<file path="src/rtl/nms_pkg.sv">
// ============================================================================
// nms_pkg : shared types and constants for the NMS streaming stage
// Revision: 1.0
// ============================================================================
`default_nettype none

package nms_pkg;

    typedef enum logic [1:0] {
        EDGE_NONE   = 2'd0,
        EDGE_WEAK   = 2'd1,
        EDGE_STRONG = 2'd2
    } edge_class_e;

    localparam logic [1:0] ANG_0   = 2'd0;
    localparam logic [1:0] ANG_45  = 2'd1;
    localparam logic [1:0] ANG_90  = 2'd2;
    localparam logic [1:0] ANG_135 = 2'd3;

    localparam int CENTER = 4;

endpackage

`default_nettype wire

</file>
<file path="src/rtl/nms_pipe_stage.sv">
// ============================================================================
// nms_pipe_stage : generic valid/ready register slice, payload held on stall
// Revision: 1.0
// ============================================================================
`default_nettype none

module nms_pipe_stage #(
    parameter int WIDTH = 8
) (
    input  logic             clk,
    input  logic             n_rst,
    input  logic             i_valid,
    output logic             o_ready,
    input  logic [WIDTH-1:0] i_data,
    output logic             o_valid,
    input  logic             i_ready,
    output logic [WIDTH-1:0] o_data
);

    logic             r_valid;
    logic [WIDTH-1:0] r_data;

    assign o_ready = !r_valid || i_ready;
    assign o_valid = r_valid;
    assign o_data  = r_data;

    always_ff @(posedge clk or negedge n_rst) begin
        if (!n_rst) begin
            r_valid <= 1'b0;
            r_data  <= '0;
        end else if (o_ready) begin
            r_valid <= i_valid;
            if (i_valid) begin
                r_data <= i_data;
            end
        end
    end

endmodule

`default_nettype wire

</file>
<file path="src/rtl/nms_stream.sv">
// ============================================================================
// nms_stream : two-stage streaming non-maximum suppression with thresholds
// Revision: 1.0
// ============================================================================
`default_nettype none

module nms_stream
    import nms_pkg::*;
#(
    parameter int BITS     = 8,
    parameter int CNT_BITS = 20
) (
    input  logic                clk,
    input  logic                n_rst,
    input  logic                clear,
    input  logic                in_valid,
    output logic                in_ready,
    input  logic [1:0]          in_angle,
    input  logic [9*BITS-1:0]   in_mag,
    input  logic                tie_strict,
    input  logic                thr_en,
    input  logic [BITS-1:0]     thr_low,
    input  logic [BITS-1:0]     thr_high,
    output logic                out_valid,
    input  logic                out_ready,
    output logic [BITS-1:0]     out_pixel,
    output logic [1:0]          out_class,
    output logic [CNT_BITS-1:0] pix_count,
    output logic [CNT_BITS-1:0] sup_count
);

    localparam int S1_W = 3*BITS + 1;
    localparam int S2_W = BITS + 3;

    logic [BITS-1:0] w_a;
    logic [BITS-1:0] w_b;
    logic [BITS-1:0] w_c;
    logic [S1_W-1:0] w_s1_in;
    logic [S1_W-1:0] w_s1_out;
    logic            w_s1_valid;
    logic            w_s2_ready;

    // Neighbour pair lies along the gradient direction through the centre
    always_comb begin
        w_a = in_mag[3*BITS +: BITS];
        w_b = in_mag[5*BITS +: BITS];
        case (in_angle)
            ANG_0:   begin w_a = in_mag[3*BITS +: BITS]; w_b = in_mag[5*BITS +: BITS]; end
            ANG_45:  begin w_a = in_mag[2*BITS +: BITS]; w_b = in_mag[6*BITS +: BITS]; end
            ANG_90:  begin w_a = in_mag[1*BITS +: BITS]; w_b = in_mag[7*BITS +: BITS]; end
            ANG_135: begin w_a = in_mag[0*BITS +: BITS]; w_b = in_mag[8*BITS +: BITS]; end
            default: begin w_a = in_mag[3*BITS +: BITS]; w_b = in_mag[5*BITS +: BITS]; end
        endcase
    end

    assign w_c     = in_mag[CENTER*BITS +: BITS];
    assign w_s1_in = {tie_strict, w_a, w_b, w_c};

    nms_pipe_stage #(.WIDTH(S1_W)) u_s1 (
        .clk     (clk),
        .n_rst   (n_rst),
        .i_valid (in_valid),
        .o_ready (in_ready),
        .i_data  (w_s1_in),
        .o_valid (w_s1_valid),
        .i_ready (w_s2_ready),
        .o_data  (w_s1_out)
    );

    logic            w_s1_tie;
    logic [BITS-1:0] w_s1_a;
    logic [BITS-1:0] w_s1_b;
    logic [BITS-1:0] w_s1_c;
    logic            w_sup;
    logic [BITS-1:0] w_pix;
    edge_class_e     w_cls;
    logic [S2_W-1:0] w_s2_in;
    logic [S2_W-1:0] w_s2_out;

    assign {w_s1_tie, w_s1_a, w_s1_b, w_s1_c} = w_s1_out;

    assign w_sup = w_s1_tie ? ((w_s1_a >= w_s1_c) || (w_s1_b >= w_s1_c))
                            : ((w_s1_a >  w_s1_c) || (w_s1_b >  w_s1_c));
    assign w_pix = w_sup ? '0 : w_s1_c;

    // Thresholds are read here, at the moment the second stage loads
    always_comb begin
        w_cls = EDGE_NONE;
        if (w_sup) begin
            w_cls = EDGE_NONE;
        end else if (!thr_en) begin
            w_cls = (w_pix != '0) ? EDGE_STRONG : EDGE_NONE;
        end else if (w_pix >= thr_high) begin
            w_cls = EDGE_STRONG;
        end else if (w_pix >= thr_low) begin
            w_cls = EDGE_WEAK;
        end
    end

    assign w_s2_in = {w_sup, w_cls, w_pix};

    nms_pipe_stage #(.WIDTH(S2_W)) u_s2 (
        .clk     (clk),
        .n_rst   (n_rst),
        .i_valid (w_s1_valid),
        .o_ready (w_s2_ready),
        .i_data  (w_s2_in),
        .o_valid (out_valid),
        .i_ready (out_ready),
        .o_data  (w_s2_out)
    );

    logic w_out_sup;
    logic w_xfer;

    assign out_pixel = w_s2_out[BITS-1:0];
    assign out_class = w_s2_out[BITS +: 2];
    assign w_out_sup = w_s2_out[BITS+2];
    assign w_xfer    = out_valid && out_ready;

    logic [CNT_BITS-1:0] r_pix_count;
    logic [CNT_BITS-1:0] r_sup_count;

    always_ff @(posedge clk or negedge n_rst) begin
        if (!n_rst) begin
            r_pix_count <= '0;
            r_sup_count <= '0;
        end else if (clear) begin
            r_pix_count <= '0;
            r_sup_count <= '0;
        end else if (w_xfer) begin
            if (r_pix_count != '1) begin
                r_pix_count <= r_pix_count + CNT_BITS'(1);
            end
            if (w_out_sup && (r_sup_count != '1)) begin
                r_sup_count <= r_sup_count + CNT_BITS'(1);
            end
        end
    end

    assign pix_count = r_pix_count;
    assign sup_count = r_sup_count;

endmodule

`default_nettype wire

</file>
<file path="config.mk">
export PLATFORM = sky130hd
export DESIGN_NAME = nms_stream
export DESIGN_NICKNAME = d
export VERILOG_FILES = /design/src/rtl/nms_pkg.sv /design/src/rtl/nms_pipe_stage.sv /design/src/rtl/nms_stream.sv
export SDC_FILE = /design/constraint.sdc
export NUM_CORES = 1
export LEC_CHECK = 0
export ABC_AREA = 1
export ABC_CLOCK_PERIOD_IN_PS = 3000
export BUFFER_PORTS_ARGS = -buffer_cell sky130_fd_sc_hd__buf_2
export CAP_MARGIN = 10
export CORE_AREA = 2 2 127 129
export DETAILED_ROUTE_END_ITERATION = 8
export DIE_AREA = 0 0 129 131
export GPL_ROUTABILITY_DRIVEN = 1
export MAX_ROUTING_LAYER = met4
export SYNTH_ARGS = -nofsm -noshare
export SYNTH_HDL_FRONTEND = slang
export SYNTH_HIERARCHICAL = 1
export SYNTH_SLANG_ARGS = --single-unit
</file>
<file path="constraint.sdc">
create_clock -name clk -period 3 [get_ports clk]
set_input_delay 0.3 -clock clk [delete_from_list [all_inputs] [get_ports clk]]
set_output_delay 0.3 -clock clk [all_outputs]
set_load 0.02 [all_outputs]
</file>
* After elaboration in Yosys (flattened, before gate mapping)
Index checks and enable logic that the tools add are counted.
** Operators by class
- Add/sub/neg operators :: 2
- Multiply operators :: 0
- Divide/modulo/power cells :: 0
- Magnitude comparators :: 6
- Equal/unequal tests :: 5
- Shift operators :: 0
- Muxes and demuxes :: 15
- Bitwise operators :: 0
- Reduce and logical (&&, ||, !) cells :: 17
** Operators with widths (count)
- two-way mux 20 bit :: 6
- one-hot mux 8 bit (4 select lines) :: 2
- adder 20 x 1 -> 20 bit, second input constant :: 2
- != test 20 bit, second input constant :: 2
- >= comparator 8 bit :: 4
- > comparator 8 bit :: 2
- two-way mux 2 bit :: 4
- two-way mux 8 bit :: 1
- AND reduction 2 bit :: 4
- nonzero test 8 bit :: 1
- nonzero test 2 bit :: 3
- == test 2 bit, second input constant :: 2
- logical OR 1 bit :: 4
- == test 2 x 1 -> 1 bit, second input constant :: 1
- logical AND 1 bit :: 2
- zero test 1 bit :: 2
- zero test 2 bit :: 1
- two-way mux 1 bit :: 2
** Word-level totals
- Register bits after elaboration :: 78
- Bits in latches :: 0
- Memory bits (writable) :: 0
- ROM bits :: 0
- Input port bits :: 97
- Output and inout port bits :: 52
- Memories :: 0

* Depth between registers and ports, before layout
- Depth after elaboration :: 9
- Depth in mapped cells :: 23

* Hierarchy
Netlist, hierarchy kept.
** Modules (own cells, without submodules)
- nms_stream :: instances 1, cells an instance 571, area an instance 3751.1 um2, seq. area each 1001.0 um2
- nms_pipe_stage at u_s1 :: instances 1, cells an instance 112, area an instance 1096.1 um2, seq. area each 650.6 um2
- nms_pipe_stage at u_s2 :: instances 1, cells an instance 52, area an instance 498.0 um2, seq. area each 300.3 um2

* Least setup slack after synthesis
No wires, ideal clock.
- Path kind :: reg2reg
- Start :: reg u_s1.r_data[7], in the netlist u_s1/o_data[7]
- End :: reg u_s2.r_data[8], in the netlist u_s2/o_data[8]
- Library setup time :: 0.065 ns
- Arrival time :: 2.638 ns
- Setup slack :: 0.296 ns
- Cell stages (with the launch flop) :: 18
- Period minus slack after synthesis :: 2.704 ns
- Cell sequence :: dfrtp_1 inv_1 ha_1 a21o_1 nor2_1 nand2_1 nor2_1 nand2_1 nand2_1 clkinv_1 nor2_1 ha_1 a21oi_1 o21a_1 nand4_1 nor3_1 nand3_1 nand2_1
** Between the ends
- Cells in the longest elaborated chain, start to end :: 9
- Elaborated cells on any way between the ends :: 14
** Ends and longest elaborated chain
- from (decl) :: line nms_pipe_stage.sv:21 : logic [WIDTH-1:0] r_data;
- from (signal assigned) :: line nms_pipe_stage.sv:34 : r_data <= i_data;
- > comparator 8 bit or >= comparator 8 bit (tied branches) :: line nms_stream.sv:83, nms_stream.sv:82
- logical OR 1 bit (on tied branches) :: line nms_stream.sv:83, nms_stream.sv:82
- two-way mux 1 bit (*) :: line nms_stream.sv:82 : assign w_sup = w_s1_tie ? ((w_s1_a >= w_s1_c) || (w_s1_b >= w_s1_c))
- net w_sup :: line nms_stream.sv:74 : logic w_sup;
- two-way mux 8 bit (*) :: line nms_stream.sv:84 : assign w_pix = w_sup ? '0 : w_s1_c;
- net w_pix[7] :: line nms_stream.sv:75 : logic [BITS-1:0] w_pix;
- >= comparator 8 bit :: line nms_stream.sv:95 : end else if (w_pix >= thr_low) begin
- two-way mux 1 bit :: line nms_stream.sv:95
- two-way mux 2 bit (*) :: line nms_stream.sv:93 : end else if (w_pix >= thr_high) begin
- two-way mux 2 bit (*) :: line nms_stream.sv:91 : end else if (!thr_en) begin
- two-way mux 2 bit (*) :: line nms_stream.sv:89 : if (w_sup) begin
- net w_cls[0] :: line nms_stream.sv:76 : edge_class_e w_cls;
- to (signal assigned) :: line nms_pipe_stage.sv:34
- to (decl) :: line nms_pipe_stage.sv:21
The timed path passes the listed nets; every way through them passes the cells marked *.
A chain may end at the register's enable or synchronous reset.

* Worst setup path after layout
- Start :: reg u_s1.r_data[6], in the netlist u_s1/o_data[6]
- End :: reg u_s2.r_data[8], in the netlist u_s2/o_data[8]
The elaborated chain is that of the path after synthesis.

==> flow_summary.toml <==
[hold_path]
hold_class = "primary input to async pin"

[critical_path]
path_class = "register to register"
r2r_end = "u_s2/o_data[8]$_DFFE_PN0P_"
critPathLaunchType = "register"
critPathMaxFanout = 8
crit_slowest_cell = "dfrtp_1"
critPathTopFamily = "simple AND/OR/NAND/NOR gates"
r2r_setup_slack_ns = 0.17
cpPeakStageDelay_ns = 0.39
worstPathArrival_ns = 3.11
worstPathCellList = "inv_2 -> ha_1 -> nand2_1 -> nor2_2 -> nand4_1 -> nand2_1 -> nand3_1 -> nand2_2 -> clkinv_4 -> buf_4 -> nor2_4 -> ha_1 -> nand2_2 -> o21a_1 -> nand4_1 -> nor3_2 -> nand3_1 -> nand2_1"
worst_ep_required_time_ns = 3.28
reg2reg_depth = 18
crit_top_cell = "nand2_1"
reg2reg_from = "u_s1/o_data[6]$_DFFE_PN0P_"
critPathBufInv = 3
end_kind = "register"

[place]
gp_congestion = 0.880
portBuffers = 148
dp_hpwl_mm = 10.9

[finish]
antennaDiodeCount = 0
area_growth_pct = 27.3
final_layout_size_suffix_gt1_share_pct = 27.4
nFillCells = 1625
fin_nets = 1016

[sta]
max_freq_ghz = 0.354
whs_ns = 0.138
finalCritPeriodShare_pct = 94.2
finClkSkew_ns = 0.00692
relSlewSlack_pct = 32.6
slew_violations = 0
setup_tns_ns = 0
worst_slew_pin_slew_ns = 1.01
min_period_ns = 2.83
setup_viol = 0
final-hold-violation-count = 0

[status]
outcome = "complete, no violations"

[clocking]
cts_tree = "done"
hold_buffers = 0
cts_root_buf = "clkbuf_16"
htreeDepth = 3
cts.clk_slew.worst_paths_ns = 0.06
clk_latency_ns = 0.35
cts_inserted_buffers = 9
cts_sinks = 78
clock_tree.buffer_depth = 2

[drt]
ant_nets = 0
vias = 5230
via_per_inst = 4.73
wirelength_mm = 14.4
drt_iter0_markers = 374
wl_per_cell_um = 13.0
drc_errors = 0
first_pass_iters = 4

[yosys]
synthesis.instances = 735
ys_types = 40
avgSynthCellArea_um2 = 7.27
yosys_warnings = 6
netlist_area_um2 = 5350
synth-seq-area-share_pct = 36.5
synth_seq_cells = 78
syn-num-nets = 866

[global_route]
antenna_found_initial = 0
grt_pass1_vias = 4761
grt_pass1_wl_mm = 23.5
grt_util_all_layers_pct = 18.0
grt_max_degree = 79
overflow = 0

[pwr]
power_density_nw_per_um2 = 539
power.leakage_nw = 3.49
irDropWorstVdd_uv = 264

[die]
die_h_um = 131
pin_count = 149
core_area_um2 = 15600
fp.dieArea_um2 = 16900
num_rows = 46
die_w_um = 129
start_util_pct = 34.3

[flow_run]
cap_violations = 0
[synthesized netlist by cell type, drive strengths merged]
cell | number | area, um^2
inv | 88 | 330
nor2 | 54 | 223
nor3b | 1 | 7.51
a211oi | 1 | 12.5
clkinv | 2 | 8.75
nor4 | 5 | 31.3
o211ai | 1 | 7.51
clkbuf | 7 | 26.3
nand4 | 37 | 231
o31ai | 8 | 60.1
xnor2 | 3 | 26.3
buf | 14 | 124
or2 | 4 | 25.0
a21oi | 28 | 144
o21a | 1 | 7.51
ha | 34 | 425
dfrtp | 78 | 1950
nand2 | 247 | 1010
a21o | 2 | 15.0
nand3 | 68 | 350
xor2 | 9 | 78.8
nor3 | 12 | 70.1
o21ai | 31 | 178
[timing repair]
action                     CTS  global route
resized for setup            5            30
hold endpoints to repair     0             0
setup buffers                0             5
pin swaps                    0            10
setup endpoints to repair    1             2
[through the flow]
step | cell area (um^2) | power, mW | utilization, % | instances | worst slack [ns]
2_1_floorplan | 5350 | 1.88 | - | 735 | 0.296
3_3_place_gp | 6260 | 2.20 | 40.1 | 1085 | -0.00278
3_5_place_dp | 6260 | 2.21 | 40.1 | 1085 | -0.0237
4_1_cts | 6640 | 3.60 | 42.6 | 1101 | 0.0877
5_1_grt | 6810 | 3.90 | 43.6 | 1106 | -0.0399
6_report | 6810 | 3.67 | 43.6 | 1106 | 0.174
[area by class of cell]
| class | count | area, um^2 | area share, % |
|---|---|---|---|
| Clock inverter | 7 | 145 | 2.13 |
| Sequential cell | 78 | 1950 | 28.7 |
| Tap cell | 216 | 270 | 3.97 |
| Inverter | 90 | 344 | 5.06 |
| Timing Repair Buffer | 160 | 833 | 12.2 |
| Multi-Input combinational cell | 546 | 3040 | 44.6 |
| Clock buffer | 9 | 225 | 3.31 |
[registers in the layout, indices dropped and copies added, names as in the netlist]
register and count:
pix_count 20, sup_count 20, u_s1/o_data 25, u_s1/o_valid 1, u_s2/o_data 11, u_s2/o_valid 1
[worst max path at each step]
| stage | end | cells past startpoint | from |
|---|---|---|---|
| after detailed placement | u_s2/o_data[8]$_DFFE_PN0P_ | 18 | u_s1/o_data[5]$_DFFE_PN0P_ |
| after CTS | u_s2/o_data[8]$_DFFE_PN0P_ | 21 | u_s1/o_data[1]$_DFFE_PN0P_ |
| after global placement | u_s2/o_data[8]$_DFFE_PN0P_ | 20 | u_s1/o_data[1]$_DFFE_PN0P_ |
| final | u_s2/o_data[8]$_DFFE_PN0P_ | 18 | u_s1/o_data[6]$_DFFE_PN0P_ |
| after global routing | u_s2/o_data[8]$_DFFE_PN0P_ | 18 | u_s1/o_data[7]$_DFFE_PN0P_ |
| after floorplan | u_s2/o_data[8]$_DFFE_PN0P_ | 17 | u_s1/o_data[7]$_DFFE_PN0P_ |
[per-layer routing]
| metal | part of all wire [%] | wire length [um] | global-route usage [%] | up-vias |
|---|---|---|---|---|
| met2 | 45 | 6550 | 27.5 | 171 |
| met1 | 48 | 6960 | 24.5 | 2334 |
| met4 | 1.9 | 277 | 7.03 | 0 |
| met3 | 4.4 | 628 | 2.36 | 21 |
| li1 | - | - | - | 2704 |
| met5 | 0 | 0 | - | - |
[cells in the final DEF (no fill, tap or decap), types with 3 or more instances in the layout]
cell / synthesis / routed
nand4_1: 37 / 37
nor3_2: 2 / 3
o21ai_0: 26 / 24
or2_2: 4 / 4
nand2_2: 15 / 18
o31ai_1: 8 / 8
nor2_2: 2 / 9
inv_2: 1 / 7
ha_4: 0 / 6
o21ai_1: 1 / 3
xor2_1: 9 / 9
buf_4: 6 / 13
inv_1: 87 / 81
nand2_4: 4 / 4
nor3_1: 10 / 9
nor4_1: 5 / 5
dfrtp_1: 78 / 78
o21ai_2: 3 / 3
buf_2: 2 / 147
nand3_1: 66 / 66
bufinv_16: 0 / 4
a21oi_1: 27 / 26
ha_1: 34 / 28
xnor2_1: 3 / 3
nor2_4: 2 / 5
nor2_1: 50 / 40
nand2_1: 227 / 224
clkbuf_16: 0 / 9
[power by group]
group          total, mW  switching (mW)  leakage [nW]  internal, mW
sequential          1.27           0.102          1.04          1.16
combinational       1.03           0.633          2.28         0.402
clock               1.37           0.468         0.176         0.901
total               3.67            1.20          3.49          2.47
[logic make-up (layout without fill, tap and decap cells)]
group | Yosys count | count (layout) | share of synthesized area (%)
AO/OA/AOI/OAI | 72 | 72 | 7.94
XOR/XNOR | 12 | 12 | 1.97
adder cells (fa/ha/maj) | 34 | 34 | 7.96
buffers and inverters | 111 | 266 | 9.15
flip-flops | 78 | 78 | 36.5
AND/OR/NAND/NOR | 428 | 428 | 36.5
Power figures use the tool's default switching activity.
